<file path="src/rtl/alu_cmd_sequencer_pkg.sv">
// alu_cmd_sequencer_pkg: shared codes for the ALU command sequencer.
package alu_cmd_sequencer_pkg;
    localparam int ALU_W = 8;
    typedef enum logic [2:0] {
        OP_AND, OP_OR, OP_NOT, OP_XOR, OP_ADD, OP_SUB, OP_MULT, OP_RSVD
    } op_e;
    typedef enum logic [1:0] {SRC_A_IMM, SRC_B_IMM, SRC_CLR, SRC_RSVD} src_e;
    localparam logic [2:0] IN_PERSIST = 3'b100;
    localparam logic [2:0] IN_LOAD    = 3'b010;
    localparam logic [2:0] IN_RST     = 3'b001;
    typedef enum logic [1:0] {S_OFF, S_READY, S_RUN, S_RUN_ERROR} alu_state_e;
    typedef enum logic [1:0] {ST_IDLE, ST_ISSUE, ST_CAPT} seq_state_e;
    // out_selector is MSB-first: AND on bit 6 down to MULT on bit 0; reserved maps to AND.
    function automatic logic [6:0] onehot(input logic [2:0] op);
        return op == OP_RSVD ? 7'b1000000 : 7'b1000000 >> op;
    endfunction
endpackage

</file>
<file path="src/rtl/alu_cmd_sequencer_if.sv">
// alu_cmd_sequencer_if: host command and result channels of the ALU sequencer.
interface alu_cmd_sequencer_if #(parameter int W = 8);
    logic         cmd_valid;
    logic         cmd_ready;
    logic [2:0]   cmd_op;
    logic [1:0]   cmd_src;
    logic [W-1:0] cmd_operand;
    logic         res_valid;
    logic         res_ready;
    logic [W-1:0] res_data;
    logic         res_err;
    modport master (
        output cmd_valid, cmd_op, cmd_src, cmd_operand, res_ready,
        input  cmd_ready, res_valid, res_data, res_err
    );
    modport slave (
        input  cmd_valid, cmd_op, cmd_src, cmd_operand, res_ready,
        output cmd_ready, res_valid, res_data, res_err
    );
endinterface

</file>
<file path="src/rtl/alu_cmd_sequencer_fifo.sv">
// alu_cmd_fifo: DEPTH-entry valid/ready command queue with wrapping pointers.
module alu_cmd_fifo #(
    parameter int DW    = 13,
    parameter int DEPTH = 4
) (
    input  logic          clk,
    input  logic          rst_n,
    input  logic          push_valid_i,
    output logic          push_ready_o,
    input  logic [DW-1:0] push_data_i,
    output logic          pop_valid_o,
    input  logic          pop_ready_i,
    output logic [DW-1:0] pop_data_o
);
    localparam int AW = $clog2(DEPTH);
    logic [DW-1:0] mem_q [DEPTH];
    logic [AW-1:0] wr_q, rd_q;
    logic [AW:0]   cnt_q;
    logic          push, pop;
    assign push_ready_o = cnt_q != (AW+1)'(DEPTH);
    assign pop_valid_o  = cnt_q != '0;
    assign pop_data_o   = mem_q[rd_q];
    assign push         = push_valid_i && push_ready_o;
    assign pop          = pop_valid_o && pop_ready_i;
    always_ff @(posedge clk or negedge rst_n) begin
        if (!rst_n) begin
            wr_q  <= '0;
            rd_q  <= '0;
            cnt_q <= '0;
        end else begin
            wr_q  <= push ? wr_q + 1'b1 : wr_q;
            rd_q  <= pop ? rd_q + 1'b1 : rd_q;
            cnt_q <= push && !pop ? cnt_q + 1'b1 : !push && pop ? cnt_q - 1'b1 : cnt_q;
        end
    end
    always_ff @(posedge clk) begin
        if (push) mem_q[wr_q] <= push_data_i;
    end
endmodule

</file>
<file path="src/rtl/alu_cmd_sequencer.sv">
// alu_cmd_sequencer: issues queued host commands to the ALU pins and returns captured results.
module alu_cmd_sequencer
    import alu_cmd_sequencer_pkg::*;
#(
    parameter int W     = ALU_W,
    parameter int DEPTH = 4
) (
    input  logic               clk,
    input  logic               rst_n,
    input  logic               en_i,
    alu_cmd_sequencer_if.slave host,
    output logic               err_sticky_o,
    output logic               alu_on_o,
    output logic               alu_rst_o,
    output logic [2:0]         alu_in_sel_o,
    output logic [6:0]         alu_out_sel_o,
    output logic [W-1:0]       alu_num1_o,
    output logic [W-1:0]       alu_num2_o,
    input  logic [W-1:0]       alu_result_i,
    input  logic [1:0]         alu_state_i
);
    localparam int DW = 3 + 2 + W;
    seq_state_e    state_q, state_d;
    logic [W-1:0]  acc_q, b_q, n1_q, n2_q, res_data_q;
    logic [6:0]    out_sel_q;
    logic          res_valid_q, res_err_q, err_sticky_q, on_q, alu_rst_q;
    logic          fifo_valid, issue, capt, eligible, is_b, is_clr, cap_err;
    logic [DW-1:0] head;
    logic [2:0]    h_op;
    logic [1:0]    h_src;
    logic [W-1:0]  h_opnd, iss_num1, iss_num2;

    alu_cmd_fifo #(.DW(DW), .DEPTH(DEPTH)) u_fifo (
        .clk          (clk),
        .rst_n        (rst_n),
        .push_valid_i (host.cmd_valid),
        .push_ready_o (host.cmd_ready),
        .push_data_i  ({host.cmd_op, host.cmd_src, host.cmd_operand}),
        .pop_valid_o  (fifo_valid),
        .pop_ready_i  (issue),
        .pop_data_o   (head)
    );

    assign {h_op, h_src, h_opnd} = head;
    assign is_b     = h_src == SRC_B_IMM;
    assign is_clr   = h_src == SRC_CLR;
    assign iss_num1 = is_clr ? '0 : is_b ? acc_q : h_opnd;
    assign iss_num2 = is_clr ? '0 : is_b ? h_opnd : b_q;
    assign issue    = state_q == ST_ISSUE;
    // A fresh result waits in CAPT until the previous beat has been taken by the host.
    assign capt     = state_q == ST_CAPT && (!res_valid_q || host.res_ready);
    assign eligible = fifo_valid && en_i;
    assign cap_err  = alu_state_i == S_RUN_ERROR;

    always_comb begin
        state_d       = state_q;
        alu_in_sel_o  = IN_LOAD;
        alu_out_sel_o = out_sel_q;
        alu_num1_o    = acc_q;
        alu_num2_o    = b_q;
        case (state_q)
            ST_IDLE: state_d = eligible && (!res_valid_q || host.res_ready) ? ST_ISSUE : ST_IDLE;
            ST_ISSUE: begin
                state_d       = ST_CAPT;
                alu_in_sel_o  = is_clr ? IN_RST : IN_LOAD;
                alu_out_sel_o = onehot(h_op);
                alu_num1_o    = iss_num1;
                alu_num2_o    = iss_num2;
            end
            ST_CAPT: begin
                state_d    = !capt ? ST_CAPT : eligible ? ST_ISSUE : ST_IDLE;
                alu_num1_o = n1_q;
                alu_num2_o = n2_q;
            end
            default: state_d = ST_IDLE;
        endcase
        if (alu_rst_q) alu_in_sel_o = IN_RST;
    end

    always_ff @(posedge clk or negedge rst_n) begin
        if (!rst_n) begin
            state_q      <= ST_IDLE;
            acc_q        <= '0;
            b_q          <= '0;
            n1_q         <= '0;
            n2_q         <= '0;
            out_sel_q    <= 7'b1000000;
            res_valid_q  <= 1'b0;
            res_data_q   <= '0;
            res_err_q    <= 1'b0;
            err_sticky_q <= 1'b0;
            on_q         <= 1'b0;
            alu_rst_q    <= 1'b1;
        end else begin
            state_q   <= state_d;
            on_q      <= en_i;
            alu_rst_q <= 1'b0;
            if (issue) begin
                out_sel_q <= onehot(h_op);
                n1_q      <= iss_num1;
                n2_q      <= iss_num2;
                if (is_b || is_clr) b_q <= iss_num2;
            end
            if (capt) begin
                res_valid_q  <= 1'b1;
                res_data_q   <= alu_result_i;
                acc_q        <= alu_result_i;
                res_err_q    <= cap_err;
                err_sticky_q <= err_sticky_q | cap_err;
            end else if (host.res_ready) begin
                res_valid_q <= 1'b0;
            end
        end
    end

    assign host.res_valid = res_valid_q;
    assign host.res_data  = res_data_q;
    assign host.res_err   = res_err_q;
    assign err_sticky_o   = err_sticky_q;
    assign alu_on_o       = on_q;
    assign alu_rst_o      = alu_rst_q;
endmodule
</file>
<file path="src/flat_wrapper.sv">
// flat-port wrapper written by rule: the top's interface ports become plain ports
module alu_cmd_sequencer_flat import alu_cmd_sequencer_pkg::*;
#(
    parameter int W     = ALU_W,
    parameter int DEPTH = 4
)
  (clk, rst_n, en_i, err_sticky_o, alu_on_o, alu_rst_o, alu_in_sel_o, alu_out_sel_o, alu_num1_o, alu_num2_o, alu_result_i, alu_state_i, host_cmd_valid, host_cmd_op, host_cmd_src, host_cmd_operand, host_res_ready, host_cmd_ready, host_res_valid, host_res_data, host_res_err);
  alu_cmd_sequencer_if #(.W(W)) host_i ();
  input  logic clk;
  input  logic rst_n;
  input  logic en_i;
  output logic err_sticky_o;
  output logic alu_on_o;
  output logic alu_rst_o;
  output logic [2:0] alu_in_sel_o;
  output logic [6:0] alu_out_sel_o;
  output logic [W-1:0] alu_num1_o;
  output logic [W-1:0] alu_num2_o;
  input  logic [W-1:0] alu_result_i;
  input  logic [1:0] alu_state_i;
  input wire logic [$bits(host_i.cmd_valid)-1:0] host_cmd_valid;
  input wire logic [$bits(host_i.cmd_op)-1:0] host_cmd_op;
  input wire logic [$bits(host_i.cmd_src)-1:0] host_cmd_src;
  input wire logic [$bits(host_i.cmd_operand)-1:0] host_cmd_operand;
  input wire logic [$bits(host_i.res_ready)-1:0] host_res_ready;
  output wire logic [$bits(host_i.cmd_ready)-1:0] host_cmd_ready;
  output wire logic [$bits(host_i.res_valid)-1:0] host_res_valid;
  output wire logic [$bits(host_i.res_data)-1:0] host_res_data;
  output wire logic [$bits(host_i.res_err)-1:0] host_res_err;
  assign host_i.cmd_valid = host_cmd_valid;
  assign host_i.cmd_op = host_cmd_op;
  assign host_i.cmd_src = host_cmd_src;
  assign host_i.cmd_operand = host_cmd_operand;
  assign host_i.res_ready = host_res_ready;
  assign host_cmd_ready = host_i.cmd_ready;
  assign host_res_valid = host_i.res_valid;
  assign host_res_data = host_i.res_data;
  assign host_res_err = host_i.res_err;
  alu_cmd_sequencer #(.W(W), .DEPTH(DEPTH)) u_core (.clk(clk), .rst_n(rst_n), .en_i(en_i), .host(host_i), .err_sticky_o(err_sticky_o), .alu_on_o(alu_on_o), .alu_rst_o(alu_rst_o), .alu_in_sel_o(alu_in_sel_o), .alu_out_sel_o(alu_out_sel_o), .alu_num1_o(alu_num1_o), .alu_num2_o(alu_num2_o), .alu_result_i(alu_result_i), .alu_state_i(alu_state_i));
endmodule
</file>
<file path="config.mk">
export PLATFORM = sky130hd
export DESIGN_NAME = alu_cmd_sequencer_flat
export DESIGN_NICKNAME = d
export VERILOG_FILES = /design/src/rtl/alu_cmd_sequencer_pkg.sv /design/src/rtl/alu_cmd_sequencer_if.sv /design/src/rtl/alu_cmd_sequencer_fifo.sv /design/src/rtl/alu_cmd_sequencer.sv /design/src/flat_wrapper.sv
export SDC_FILE = /design/constraint.sdc
export NUM_CORES = 1
export LEC_CHECK = 0
export ABC_AREA = 1
export BUFFER_PORTS_ARGS = -buffer_cell sky130_fd_sc_hd__buf_2
export CAP_MARGIN = 20
export CORE_MARGIN = 2
export CORE_UTILIZATION = 25
export CTS_CLUSTER_DIAMETER = 50
export DETAILED_ROUTE_END_ITERATION = 16
export PLACE_DENSITY_LB_ADDON = 0.2
export SLEW_MARGIN = 20
export SYNTH_ARGS = -nofsm -noshare
export SYNTH_HDL_FRONTEND = slang
export SYNTH_HIERARCHICAL = 1
export SYNTH_SLANG_ARGS = --single-unit
</file>
<file path="constraint.sdc">
create_clock -name clk -period 2.75 [get_ports clk]
set_input_delay 0.825 -clock clk [delete_from_list [all_inputs] [get_ports clk]]
set_output_delay 0.825 -clock clk [all_outputs]
set_load 0.02 [all_outputs]
</file>
After elaboration in Yosys (flattened, before gate mapping)
Memories as Yosys holds them, arrays and structs flattened.
Cells that the tools add are included.
{ "word_totals": {"ff_bits": 53, "ram_bits": 52, "inputBits": 28, "memories": 1} }
{ "op_classes": {"n_addsub": 4, "eq_ne": 7, "n_shift": 1, "n_mux": 21, "n_bitwise": 1, "reduce_logical": 17} }
{ "memory_table": {"columns": ["name", "depth", "word_bits", "read_ports", "rd_clocked_by_memory_dff", "wr", "line", "text"], "rows": [
  ["u_core.u_fifo.mem_q", 4, 13, 1, 0, 1, "alu_cmd_sequencer_fifo.sv:16", "logic [DW-1:0] mem_q [DEPTH];"]
]} }
{ "ops": {"columns": ["op", "n"], "rows": [
  ["$mux 8", 4],
  ["$pmux 8 s2", 2],
  ["$mux 7", 2],
  ["$mux 3", 4],
  ["$logic_and 1x1->1", 7],
  ["$shr 7x3->7 const A", 1],
  ["$eq 2x2->1 const B", 3],
  ["$mux 1", 6],
  ["$pmux 2 s3", 1],
  ["$add 2x1->2 const B", 2],
  ["$eq 2x1->1 const B", 2],
  ["$mux 2", 2],
  ["$reduce_bool 2->1", 2],
  ["$add 3x1->3 const B", 1],
  ["$eq 3x3->1 const B", 1],
  ["$logic_not 1->1", 3],
  ["$ne 3x3->1 const B", 1],
  ["$reduce_bool 3->1", 1],
  ["$sub 3x1->3 const B", 1],
  ["$logic_not 2->1", 1],
  ["$logic_or 1x1->1", 2],
  ["$reduce_and 2->1", 1],
  ["$or 1x1->1", 1]
]} }

Depth between registers and ports, before layout
{ "depth": {"depth_word": 6, "ltp_mapped": 12, "depth_no_buf": 12} }

By module
Netlist, hierarchy kept.
{ "by_module_without_submodules": {"columns": ["mod", "instances", "cells_per_inst", "area_per_inst_um2"], "rows": [
  ["alu_cmd_fifo", 1, 210, 2542.4],
  ["alu_cmd_sequencer", 1, 304, 2336.0]
]} }

Worst setup path after synthesis
No wires, ideal clock.
{ "synth_timing": {"path_type": "reg2out", "start": "register u_core.u_fifo.rd_q[0]", "end": "output alu_num1_o[0]", "arrival_ns": 1.931, "required_ns": 1.925, "path_slack_ns": -0.006, "path_stages_with_launch": 10, "n_path_buf": 1, "cell_sequence": "dfrtp_1 > inv_2 > buf_6 > o211ai_1 > nand2_1 > inv_1 > ha_1 > nor2_1 > nand3_1 > a21oi_1"} }
{ "synth_between": {"elab_chain_cells": 5, "word_cells_on_any_way": 6, "classes_between": "eq/ne (2); mux (3); memory (1)"} }
{ "synth_rtl": {"columns": ["element", "line", "text"], "rows": [
  ["start, declared", "alu_cmd_sequencer_fifo.sv:17", "logic [AW-1:0] wr_q, rd_q;"],
  ["start signal, assigned", "alu_cmd_sequencer_fifo.sv:32", "rd_q <= pop ? rd_q + 1'b1 : rd_q;"],
  ["$mem_v2 4x13 *", null, null],
  ["net u_core.head[8]", "alu_cmd_sequencer.sv:28", "logic [DW-1:0] head;"],
  ["$eq 2x1->1", "alu_cmd_sequencer.sv:45", "assign is_b = h_src == SRC_B_IMM;"],
  ["$mux 8", "alu_cmd_sequencer.sv:47", "assign iss_num1 = is_clr ? '0 : is_b ? acc_q : h_opnd;"],
  ["$mux 8 *", "alu_cmd_sequencer.sv:47", null],
  ["$pmux 8 s2 *", "alu_cmd_sequencer.sv:61", "case (state_q)"],
  ["end, declared", "flat_wrapper.sv:17", "output logic [W-1:0] alu_num1_o;"]
]} }
The timed path passes the listed nets; every way through them passes the cells marked *.

Worst setup path in the final report
{ "layout_timing": {"start": "register u_core.u_fifo.rd_q[0]", "end": "output alu_num1_o[7]"} }
Same word-level chain as after synthesis.

==> results.sh <==
export IMPL_routed_wl_mm=12.2
export IMPL_dr_pass1_iters=4
export IMPL_min_period_ns=3.05
export IMPL_cp_arrival_ns=2.23
export IMPL_path_clk_slew_ns=0.07
export IMPL_skew_ns=0.00704
export IMPL_dr_total_vias=3697
export IMPL_reg2reg_depth=9
export IMPL_violations="setup timing"
export IMPL_drt_initial_drc_count=165
export IMPL_synth_seq_cells=105
export IMPL_fin_util_pct=33.2
export IMPL_cpMostUsedCell="buf_4"
export IMPL_wl_per_cell_um=13.8
export IMPL_wl_met1_mm=5.76
export IMPL_met3_length_um=430
export IMPL_layout_commonest_cell="nand2_1"
export IMPL_rows=51
export IMPL_holdPathEnd="u_core/err_sticky_o"
export IMPL_grt_pass1_vias=3654
export IMPL_areaGrowthSynthToFinish_pct=31.8
export IMPL_coreArea_um2=19300
export IMPL_power_density_nw_per_um2=1280
export IMPL_htree_levels=3
export IMPL_grtUsageTotal_pct=12.3
export IMPL_worstHoldStart="u_core/err_sticky_o"
export IMPL_cts_sinks=105
export IMPL_routed_top_layer="met4"
export IMPL_die_area_um2=20600
export IMPL_drc_errors=0
export IMPL_status="complete, but fails checks"
export IMPL_path_buf_inv=3
export IMPL_drv_slew=0
export IMPL_worst_setup_path_end_kind="output pin"
export IMPL_io_buffers=66
export IMPL_yosysSeqAreaShare_pct=59.2
export IMPL_clk_path_buf_depth=2
export IMPL_antenna_left=0
export IMPL_reg2reg_slack_ns=0.72
export IMPL_cap_viol_max_count=0
export IMPL_via_per_inst=4.19
export IMPL_die_x_um=144
export IMPL_finalCritPeriodShare_pct=111
export IMPL_cts_root_buf="clkbuf_16"
export IMPL_vdd_drop_max_mv=0.409
export IMPL_crit_family="simple AND/OR/NAND/NOR gates"
export IMPL_synth_cells=514
export IMPL_fillers=1988
export IMPL_slew_headroom_pct=59.0
export IMPL_antenna_cells=0
export IMPL_clkLatencyLatePin_ns=0.36
export IMPL_cts_made_buffers=9
export IMPL_startpoint_type="flop"
export IMPL_overflow=0
export IMPL_grt_antenna_before_repair=0
export IMPL_layout_nets=655
export IMPL_synth_area_per_cell_um2=9.49
export IMPL_timing_rr_end="u_core/u_fifo/cnt_q[1]"
export IMPL_path_cells="clkinvlp_4, o211ai_1, nand2_2, buf_4, ha_4, or2_2, nand3_2, a21oi_2, buf_4"
export IMPL_rsz0062_at_grt="true"
export IMPL_cts_tree="done"
export IMPL_slowest_stage="dfrtp_2"
export IMPL_grt_max_degree=33
export IMPL_hold_viol_final=0
export IMPL_cp_required_ns=1.93
export IMPL_start_util_pct=25.2
export IMPL_finalSetupViolCount=23
export IMPL_worstMarginPinSlew_ns=0.615
export IMPL_met2_length_mm=5.77
export IMPL_critPathMaxStageDelay_ns=0.43
export IMPL_layout_common_cells="141 x nand2_1, 58 x inv_1, 52 x edfxtp_1"
export IMPL_num_io_pins=68
export IMPL_post_dp_hpwl_mm=8.19
export IMPL_p_leak_nw=2.89
export IMPL_grt_pass1_wl_mm=19.1
export IMPL_r2r_start="u_core/state_q[1]"
export IMPL_die_y_um=144
export IMPL_critPathKind="flop to output pin"
export IMPL_path_max_fanout=7
export IMPL_whs_ns=0.467
export IMPL_postLayoutSetupSlackWorst_ns=-0.304
export IMPL_ys_types=29
export IMPL_cts_hold_buffers=0
export IMPL_yosys_warnings=6
export IMPL_hold_depth=2
export IMPL_synth_area_um2=4880
export IMPL_min_path_type="flop to flop"
export IMPL_fmax_mhz=327
export IMPL_place_congestion=0.747
export IMPL_drive_gt1_share_pct=33.5
[layer usage]
| layer | GRT usage, % | vias up |
|---|---|---|
| met5 | 0 | - |
| met4 | 5.06 | 0 |
| met3 | 2.60 | 16 |
| met2 | 20.1 | 69 |
| met1 | 15.8 | 1738 |
| li1 | - | 1874 |
[tightest hold or removal path: stages (launching register included)]
cell and delay, ns:
dfrtp_1 0.34, inv_1 0.04, nand2_1 0.05
[cell families after synthesis]
kind of cell / share of synthesized area (%)
AOI/OAI and AO/OA: 10.5
and+or+nand+nor: 18.5
xor gates and xnor gates: 0.180
other: 0.0769
DFF: 59.2
adders and majority gates: 3.49
buffers and inverters: 8.05
[flip-flops by register name (all words and copies together) (netlist names), 2 cells and up]
signal	flops
u_core/host.res_data	8
u_core/u_fifo/cnt_q	3
u_core/u_fifo/wr_q	2
u_core/b_q	8
u_core/u_fifo/rd_q	2
u_core/n1_q	8
u_core/u_fifo/mem_q	52
u_core/state_q	2
u_core/n2_q	8
u_core/out_sel_q	7
[per-stage QoR]
step / instances / setup WS, ns / setup TNS, ns / instance area (µm²) / total power, mW
after floorplan: 515 / 0.0229 / 0 / 4910 / 4.89
after global placement: 854 / 0.0251 / 0 / 5660 / 6.09
after detailed placement: 854 / -0.0307 / -0.135 / 5660 / 6.15
after CTS: 877 / -0.306 / -4.96 / 6140 / 7.77
after global routing: 883 / -0.455 / -7.98 / 6430 / 8.86
final: 883 / -0.304 / -4.51 / 6430 / 8.23
[layout make-up]
cell class                 count  area (µm²)  area share (%)
inverter                      65         249            3.87
timing repair inverter         1        7.51           0.117
clock inverter                 6        50.0           0.779
tap                          265         332            5.16
clock buffer                   9         225            3.50
sequential                   105        2890            45.0
multi-input combinational    323        1860            29.0
timing repair buffer         109         810            12.6
[how the worst max path moves through the flow]
stage | startpoint | end | cells after the start
final | u_core/u_fifo/rd_q[0] | alu_num1_o[7] | 9
after global placement | u_core/u_fifo/rd_q[0] | alu_num1_o[7] | 10
after floorplan | u_core/u_fifo/rd_q[0] | alu_num2_o[5] | 10
after CTS | u_core/u_fifo/rd_q[0] | alu_num2_o[3] | 12
after detailed placement | u_core/u_fifo/rd_q[0] | alu_num1_o[1] | 10
after global routing | u_core/u_fifo/rd_q[0] | alu_num2_o[7] | 11
[power breakdown]
part | internal (mW) | switching [mW]
clock network | 0.622 | 0.608
logic | 1.85 | 2.76
registers | 2.14 | 0.254
[what timing repair did]
item                       CTS  global route
buffers inserted             8             7
setup endpoints to repair   25            25
pin swaps                    4            19
gates resized for setup     53            68
gates cloned                 0             1
[synthesized netlist by cell type]
| cell | count | area, µm² |
|---|---|---|
| edfxtp_1 | 52 | 1560 |
| ha_1 | 12 | 150 |
| buf_2 | 7 | 35.0 |
| o21ai_1 | 2 | 10.0 |
| nor3_1 | 1 | 5.00 |
| nor2_1 | 24 | 90.1 |
| dfrtp_1 | 51 | 1280 |
| inv_2 | 3 | 11.3 |
| o31ai_1 | 1 | 7.51 |
| nand4_1 | 1 | 6.26 |
| conb_1 | 1 | 3.75 |
| dfstp_2 | 2 | 52.6 |
| fa_1 | 1 | 20.0 |
| or2_1 | 1 | 6.26 |
| clkbuf_1 | 5 | 18.8 |
| xnor2_1 | 1 | 8.76 |
| nand2_1 | 159 | 597 |
| buf_6 | 6 | 67.6 |
| buf_4 | 3 | 22.5 |
| o21ai_0 | 23 | 115 |
| inv_1 | 62 | 233 |
| nand3_1 | 24 | 120 |
| o211ai_2 | 2 | 25.0 |
| clkbuf_2 | 1 | 5.00 |
| nand3_2 | 1 | 10.0 |
| a21oi_1 | 33 | 165 |
| or2_2 | 9 | 56.3 |
| nor2_4 | 1 | 11.3 |
| o211ai_1 | 25 | 188 |
(Power assumes the default switching activity.)
